===== config.mk =====
export PLATFORM = sky130hd
export DESIGN_NAME = viterbi_decoder
export DESIGN_NICKNAME = d
export VERILOG_FILES = /design/src/rtl/viterbi_decoder.sv
export SDC_FILE = /design/constraint.sdc
export NUM_CORES = 1
export LEC_CHECK = 0
export CORE_ASPECT_RATIO = 1.5
export CORE_MARGIN = 2
export CORE_UTILIZATION = 50
export CTS_CLUSTER_SIZE = 24
export DETAILED_ROUTE_END_ITERATION = 12
export PLACE_DENSITY = 0.79
export SYNTH_ARGS = -nofsm -noshare
export SYNTH_HDL_FRONTEND = slang
export SYNTH_SLANG_ARGS = --single-unit

===== constraint.sdc =====
create_clock -name clk_i -period 6.5 [get_ports clk_i]
set_input_delay 0.65 -clock clk_i [delete_from_list [all_inputs] [get_ports clk_i]]
set_output_delay 0.65 -clock clk_i [all_outputs]
set_load 0.01 [all_outputs]

===== src/rtl/viterbi_decoder.sv =====
// viterbi_decoder
//   Hard-decision Viterbi decoder for the rate-1/2, K=3 (7,5) convolutional
//   code. A whole code frame is latched on start. The decoder then runs one
//   add-compare-select step per clock, traces back through the stored
//   decisions, and presents the decoded frame together with its path metric.
//
// Ports
//   clk_i         rising-edge clock
//   reset_i       asynchronous, active-high reset
//   start_i       latch code_in_i and begin decoding (ignored while busy_o=1)
//   code_in_i     code word; first symbol in the top two bits
//   busy_o        high from the start-accept edge until dec_valid_o rises
//   dec_valid_o   one-cycle pulse when dec_data_o/dec_metric_o update
//   dec_data_o    decoded bits; first-decoded bit at the MSB
//   dec_metric_o  Hamming distance of the chosen path
//
// Configuration
//   VITERBI_ZERO_TAIL_EN  when defined, traceback always starts from state 00
//                         (frames end in a zero-tail flush). Otherwise it
//                         starts from the lowest-index minimum-metric state.
//
// States
//   S_IDLE  | waiting for start_i; outputs hold the last result
//   S_ACS   | one add-compare-select step per clock, first symbol first
//   S_TRACE | walk the survivor decisions from the last step back to step 0
//   S_DONE  | publish decoded bits and metric, pulse dec_valid_o

module viterbi_decoder #(
    parameter int FRAME_LEN = 6,
    parameter int METRIC_W  = 5
) (
    input  logic                   clk_i,
    input  logic                   reset_i,
    input  logic                   start_i,
    input  logic [2*FRAME_LEN-1:0] code_in_i,
    output logic                   busy_o,
    output logic                   dec_valid_o,
    output logic [FRAME_LEN-1:0]   dec_data_o,
    output logic [METRIC_W-1:0]    dec_metric_o
);

    localparam int SW = (FRAME_LEN > 1) ? $clog2(FRAME_LEN) : 1;
    localparam logic [SW-1:0] LAST_STEP = SW'(FRAME_LEN - 1);
    // Non-zero start states begin half-scale so they lose to state 00
    // without risking saturation over a full frame.
    localparam logic [METRIC_W-1:0] PM_INIT = {1'b1, {(METRIC_W-1){1'b0}}};

    typedef enum logic [1:0] {S_IDLE, S_ACS, S_TRACE, S_DONE} state_t;

    state_t                          state_q, state_d;
    logic [2*FRAME_LEN-1:0]          code_q, code_d;
    logic [SW-1:0]                   step_q, step_d;
    logic [3:0][METRIC_W-1:0]        pm_q, pm_d;
    logic [FRAME_LEN-1:0][3:0]       surv_q, surv_d;
    logic [1:0]                      tb_q, tb_d;
    logic [FRAME_LEN-1:0]            buf_q, buf_d;
    logic                            busy_q, busy_d;
    logic                            valid_q, valid_d;
    logic [FRAME_LEN-1:0]            data_q, data_d;
    logic [METRIC_W-1:0]             metric_q, metric_d;

    logic [1:0]                      rx_sym;
    logic [3:0][METRIC_W-1:0]        pm_new;
    logic [3:0]                      dec_bits;
    logic [1:0]                      start_sel;
    logic [1:0]                      cur_s;

    function automatic logic [METRIC_W-1:0] add_sat(input logic [METRIC_W-1:0] a,
                                                    input logic [1:0]          b);
        logic [METRIC_W:0] s;
        s = {1'b0, a} + {{(METRIC_W-1){1'b0}}, b};
        return s[METRIC_W] ? '1 : s[METRIC_W-1:0];
    endfunction

    // Hamming distance between the received symbol and the symbol the encoder
    // would emit leaving predecessor p with input b.
    function automatic logic [1:0] branch_metric(input logic [1:0] rx,
                                                 input logic       b,
                                                 input logic [1:0] p);
        logic [1:0] exp_sym;
        logic [1:0] diff;
        exp_sym = {b ^ p[1] ^ p[0], b ^ p[0]};
        diff    = rx ^ exp_sym;
        return {1'b0, diff[1]} + {1'b0, diff[0]};
    endfunction

    // Returns {decision, new metric} for next state ns = {b, s1}. The two
    // predecessors are {s1, 0} and {s1, 1}; a tie keeps the s0=0 path.
    function automatic logic [METRIC_W:0] acs(input logic [1:0]               ns,
                                              input logic [3:0][METRIC_W-1:0] pm,
                                              input logic [1:0]               rx);
        logic [1:0]          p0;
        logic [1:0]          p1;
        logic [METRIC_W-1:0] m0;
        logic [METRIC_W-1:0] m1;
        p0 = {ns[0], 1'b0};
        p1 = {ns[0], 1'b1};
        m0 = add_sat(pm[p0], branch_metric(rx, ns[1], p0));
        m1 = add_sat(pm[p1], branch_metric(rx, ns[1], p1));
        return (m1 < m0) ? {1'b1, m1} : {1'b0, m0};
    endfunction

    assign rx_sym = code_q[2*FRAME_LEN-1 -: 2];

    for (genvar g = 0; g < 4; g++) begin : g_acs
        assign {dec_bits[g], pm_new[g]} = acs(2'(g), pm_q, rx_sym);
    end

`ifdef VITERBI_ZERO_TAIL_EN
    assign start_sel = 2'b00;
`else
    logic [METRIC_W-1:0] best_m;
    always_comb begin
        start_sel = 2'd0;
        best_m    = pm_q[0];
        if (pm_q[1] < best_m) begin
            start_sel = 2'd1;
            best_m    = pm_q[1];
        end
        if (pm_q[2] < best_m) begin
            start_sel = 2'd2;
            best_m    = pm_q[2];
        end
        if (pm_q[3] < best_m) begin
            start_sel = 2'd3;
            best_m    = pm_q[3];
        end
    end
`endif

    // Metrics are frozen during traceback, so the start state can be derived
    // from pm_q on the first trace step instead of being registered.
    assign cur_s = (step_q == LAST_STEP) ? start_sel : tb_q;

    always_comb begin
        state_d  = state_q;
        code_d   = code_q;
        step_d   = step_q;
        pm_d     = pm_q;
        surv_d   = surv_q;
        tb_d     = tb_q;
        buf_d    = buf_q;
        busy_d   = busy_q;
        valid_d  = 1'b0;
        data_d   = data_q;
        metric_d = metric_q;

        case (state_q)
            S_IDLE: begin
                if (start_i) begin
                    code_d  = code_in_i;
                    step_d  = '0;
                    pm_d[0] = '0;
                    pm_d[1] = PM_INIT;
                    pm_d[2] = PM_INIT;
                    pm_d[3] = PM_INIT;
                    busy_d  = 1'b1;
                    state_d = S_ACS;
                end
            end
            S_ACS: begin
                pm_d           = pm_new;
                surv_d[step_q] = dec_bits;
                code_d         = code_q << 2;
                if (step_q == LAST_STEP) begin
                    state_d = S_TRACE;
                end else begin
                    step_d = step_q + 1'b1;
                end
            end
            S_TRACE: begin
                buf_d[LAST_STEP - step_q] = cur_s[1];
                tb_d = {cur_s[0], surv_q[step_q][cur_s]};
                if (step_q == '0) begin
                    state_d = S_DONE;
                end else begin
                    step_d = step_q - 1'b1;
                end
            end
            S_DONE: begin
                data_d   = buf_q;
                metric_d = pm_q[start_sel];
                valid_d  = 1'b1;
                busy_d   = 1'b0;
                state_d  = S_IDLE;
            end
            default: state_d = S_IDLE;
        endcase
    end

    always_ff @(posedge clk_i or posedge reset_i) begin
        if (reset_i) begin
            state_q  <= S_IDLE;
            code_q   <= '0;
            step_q   <= '0;
            pm_q     <= '0;
            surv_q   <= '0;
            tb_q     <= '0;
            buf_q    <= '0;
            busy_q   <= 1'b0;
            valid_q  <= 1'b0;
            data_q   <= '0;
            metric_q <= '0;
        end else begin
            state_q  <= state_d;
            code_q   <= code_d;
            step_q   <= step_d;
            pm_q     <= pm_d;
            surv_q   <= surv_d;
            tb_q     <= tb_d;
            buf_q    <= buf_d;
            busy_q   <= busy_d;
            valid_q  <= valid_d;
            data_q   <= data_d;
            metric_q <= metric_d;
        end
    end

    assign busy_o       = busy_q;
    assign dec_valid_o  = valid_q;
    assign dec_data_o   = data_q;
    assign dec_metric_o = metric_q;

endmodule


# Yosys cells after proc, flatten, opt, wreduce, memory -nomap -nowiden
# Index checks and enable logic that the tools add are counted.
# word_totals
n_memories,0
latchBits,0
register_bits,82
romBits,0
output_inout_bits,13
elab_cells,115
ram_bits,0
inputBits,15
# op_classes
mul,0
n_shift,0
n_lt_le_gt_ge,13
eq_ne,9
mux,45
bitwise_logic,3
n_reduce_logical,11
div,0
n_addsub,15
# ops
operator,n
2-to-1 mux 5 bit,11
adder 5 x 2 -> 6 bit,8
one-hot mux 20 bit (2 select lines),1
< comparator 5 bit,7
bitwise mux 24 bit,1
2-to-1 mux 6 bit,4
one-hot mux 12 bit (2 select lines),1
2-to-1 mux 20 bit,1
binary-select mux 4 bit (select 3 bit),1
demux 4 bit (select 3 bit),1
2-to-1 mux 12 bit,1
2-to-1 mux 2 bit,6
binary-select mux 5 bit (select 2 bit),1
!= test 2 bit (second input constant),5
2-to-1 mux 3 bit,3
one-hot mux 3 bit (3 select lines),1
adder 1 x 1 -> 2 bit,4
< comparator 3 x 4 -> 1 bit (second input constant),2
2-to-1 mux 4 bit,2
one-hot mux 2 bit (4 select lines),1
bitwise mux 6 bit,1
greater-or-equal comparator 3 x 1 -> 1 bit (second input constant),2
< comparator 2 x 3 -> 1 bit (second input constant),2
2-to-1 mux 1 bit,5
19 further kinds,24

# Longest topological paths before layout
# logic_depth
word_depth,9
ltp_mapped,27
ltp_nobuf,23

# Worst setup path after synthesis
# No wires, ideal clock.
# synth_timing
path_type,reg-to-reg
startpoint,reg pm_q[2] (netlist name)
endpoint,reg metric_q[1] (netlist: dec_metric_o[1])
slack_ps,1749
arrival_ps,4615
path_buffers,4
required_time_ps,6363
setup_ps,137
path_stages_with_launch,28
synth_period_minus_slack_ps,4751
cell_sequence,dfrtp_1 buf_2 inv_1 ha_1 a21o_1 a31oi_2 o21a_4 clkbuf_1 nor2_1 a21oi_1 ha_1 and4_1 o311ai_0 nor2_1 or2_2 buf_2 nand2_1 o21ai_0 ha_1 a21o_1 a21o_1 a21oi_1 o21ai_1 a21oi_2 buf_4 nor2_2 a221oi_1 a21oi_1
# synth_via
elab_chain_len,8
word_cells_on_any_way,10
cone_classes,order compare: 3; mux: 7
# synth_rtl
element,line_no,rtl
start: declaration,53,"logic [3:0][METRIC_W-1:0] pm_q, pm_d;"
start signal: assignment,208,pm_q <= pm_d;
< comparator 5 bit,116,if (pm_q[1] < best_m) begin
2-to-1 mux 5 bit,116,
< comparator 5 bit,120,if (pm_q[2] < best_m) begin
2-to-1 mux 5 bit,120,
< comparator 5 bit,124,if (pm_q[3] < best_m) begin
2-to-1 mux 2 bit *,124,
binary-select mux 5 bit (select 2 bit) *,182,metric_d = pm_q[start_sel];
2-to-1 mux 5 bit (implied by the code) *,182,
end signal: assignment,215,metric_q <= metric_d;
end: declaration,60,"logic [METRIC_W-1:0] metric_q, metric_d;"
# Mark *: on every way between the ends. The rest lies on a longest branch, timed or not. The select of a mux whose other input is x is not followed.
# A chain may end at the register's enable or synchronous reset.

# Final worst setup path
# layout_timing
startpoint,reg pm_q[2] (netlist name)
endpoint,reg tb_q[0]
# layout_via
elab_chain_len,9
word_cells_on_any_way,11
cone_classes,order compare: 3; mux: 8
# layout_rtl
element,line_no,rtl
< comparator 5 bit,116,
2-to-1 mux 5 bit,116,
< comparator 5 bit,120,
2-to-1 mux 5 bit,120,
< comparator 5 bit,124,
2-to-1 mux 2 bit *,124,
2-to-1 mux 2 bit *,133,assign cur_s = (step_q == LAST_STEP) ? start_sel : tb_q;
binary-select mux 1 bit (select 2 bit) *,173,"tb_d = {cur_s[0], surv_q[step_q][cur_s]};"
2-to-1 mux 1 bit (implied by the code) *,173,
end signal: assignment,210,tb_q <= tb_d;
end: declaration,55,"logic [1:0] tb_q, tb_d;"
# Marks and branches as above.

==> out/summary.txt <==
Initial Util: 51.2%
Synth top area share: 35.0%
syn_area_per_cell: 8.98 um^2
Synth Warn #: 0
number of post-CTS setup repair buffers: 0
routed vias: 4920
crit end category: register
Final Hold Fails: 0
GRT overflow: 0
RSZ-0062 raised after global routing: no
crit-path max cell delay: 0.56 ns
Gate Count Post-Synth: 654
Syn Nets: 726
final setup TNS: 0 ns
CTS buffer count: 9
fillers: 984
antenna diode instance count: 0
most frequent cells in the layout: nand2_1 (82), dfrtp_1 (82), ha_1 (48), o21ai_0 (45), inv_1 (41)
main flop type after synthesis: dfrtp_1
clk buf depth: 2
status: finished, final reports clean
global-route wire length before repair: 23.8 mm
sequential fraction of the synthesis area: 35.0%
Final Skew: 0.00864 ns
Multi-input gate area: 3540 um^2
DIE AREA: 12600 um^2
max cap viols: 0
Synth area leaders: dfrtp_1 (35%), ha_1 (10%), mux2i_1 (6.5%), nand2_1 (5.2%), o21ai_0 (3.8%)
Hold Crit Class: reg -> reg
die height: 137 um
site row count: 48
Critical Path Source Type: register
Clk Tree Root Cell: clkbuf_16
CTS tree: done
Cell variety after synth: 58
Crit-path slowest cell: dfrtp_1
Util after Layout: 57.0%
antenna viol nets, final: 0
crit path kind: reg -> reg
Async SR Flop Fraction: 100%
critical path fanouts, max: 16
DRT Pass-1 Iters: 5
wire per inst: 17.7 um
GR Layer Usage met2: 44.6%
Yosys top cell by area: dfrtp_1
Post-synth EDFFs: 0
PostCTS Resize Cnt: 0
period utilization: 82.6%
largest net degree at the start of global routing: 83
Global Route Usage Sum: 24.0%
vias per cell: 6.02
Slew Limit Fails: 0
GRT busiest layer: met2
CP arrival: 5.61 ns
final setup fails: 0
Final Wtd Congestion: 0.999
Die X-Extent: 92.5 um
H-tree depth: 3
initial drt markers: 299
Hold Buf Count CTS: 0
Fmax: 186 MHz
worst endpoint required time: 6.74 ns
met1 usage: 25.9%
clk slew on worst S/H paths: 0.07 ns
fin nets: 734
worst-skew pair later-pin latency: 0.35 ns
Register Area: 2050 um^2
Num Clock Sinks: 82
met3 Use GR: 2.81%
crit-path cells: inv_1 -> ha_1 -> a21o_1 -> a31oi_2 -> o21a_4 -> nor2_1 -> a21oi_1 -> ha_1 -> and4_1 -> o311ai_0 -> nor2_1 -> or2_2 -> nand2_1 -> o21ai_0 -> ha_1 -> a21o_1 -> a21o_1 -> a21oi_1 -> o21ai_1 -> a21oi_2 -> mux2i_1 -> nand4bb_1 -> o221a_1
min cycle time layout: 5.37 ns
WHS: 0.482 ns
Syn-to-layout area delta: 11.5%
I/O pin count: 28
vias in the first global route: 4978
Worst-Margin Slew: 1.22 ns
port bufs: 27
Yosys reg bits: 82
Routed WL: 14.4 mm
initial antenna violation count: 0
Post-Syn Area: 5870 um^2
Max-slew headroom: 18.4%
CORE AREA: 11500 um^2
post-detail-place hpwl: 10.6 mm
Remaining DRCs: 0
layout cells sized above 1: 6.75%
## worst max-delay path: cells and delay by family, from the launching register on
family | cells | cell delay, ns
buf+inv | 1 | 0.13
fa+ha+maj | 3 | 0.97
compound gates | 12 | 2.37
flops | 1 | 0.56
simple gates | 6 | 0.98
mux | 1 | 0.28
## stage by stage
stage / worst slack [ns] / instances / area [um^2]
floorplan: 1.75 / 654 / 5870
global placement: 1.46 / 801 / 6210
detailed placement: 1.29 / 801 / 6210
CTS: 1.18 / 817 / 6540
global route: 0.799 / 817 / 6540
finish: 1.13 / 817 / 6540
## cell type report
| class | count | share of cell area [%] |
|---|---|---|
| Sequential cell | 82 | 31.4 |
| Timing Repair Buffer | 28 | 4.24 |
| Clock buffer | 9 | 3.44 |
| Tap cell | 150 | 2.87 |
| Inverter | 42 | 2.43 |
| Multi-Input combinational cell | 499 | 54.1 |
| Clock inverter | 7 | 1.61 |
## synthesized netlist by cell type (7+ instances only)
| master | instances |
|---|---|
| a21o_1 | 15 |
| a21oi_1 | 34 |
| and2_1 | 20 |
| buf_2 | 13 |
| clkbuf_1 | 15 |
| dfrtp_1 | 82 |
| fa_1 | 9 |
| ha_1 | 48 |
| inv_1 | 42 |
| mux2_2 | 13 |
| mux2i_1 | 38 |
| nand2_1 | 82 |
| nand2b_1 | 8 |
| nand3_1 | 17 |
| nor2_1 | 38 |
| nor2b_1 | 17 |
| nor3_1 | 7 |
| o21ai_0 | 45 |
| o21ai_1 | 8 |
| o31ai_1 | 9 |
| or3_1 | 10 |
| xor2_1 | 9 |
## layer usage
metal | share of wire (%) | routed length [um]
met1 | 37 | 5390
met2 | 54 | 7790
met3 | 4.8 | 693
met4 | 4.0 | 574
met5 | 0 | 0
## cell families after synthesis
kind of cell	count (synthesis)	share of synthesized area, %
simple gates	222	18.3
compound gates	156	17.3
flops	82	35.0
buf+inv	73	5.01
fa+ha+maj	57	13.3
mux	52	9.36
xor+xnor	12	1.79
## final timing paths
check                                 from  slack, ns  depth (start not counted)         end
worst min-delay path            surv_q[21]       0.48                          2  surv_q[21]
min in group asynchronous          reset_i       0.93                          3  state_q[0]
worst max-delay path               pm_q[2]       1.13                         23     tb_q[0]
max in group asynchronous          reset_i       4.89                          3     pm_q[8]
worst min register to register  surv_q[21]       0.48                          2  surv_q[21]
worst max register to register     pm_q[2]       1.13                         23     tb_q[0]
## sequential cells by signal, summed over array words and instances, names as in the netlist
name	count
dec_valid_o	1
step_q	3
dec_metric_o	5
tb_q	2
dec_data_o	6
pm_q	20
state_q	2
code_q	12
busy_o	1
buf_q	6
surv_q	24
Power is not shown: default switching activity piles up to over one toggle a cycle in this logic, so the estimate is an artifact.
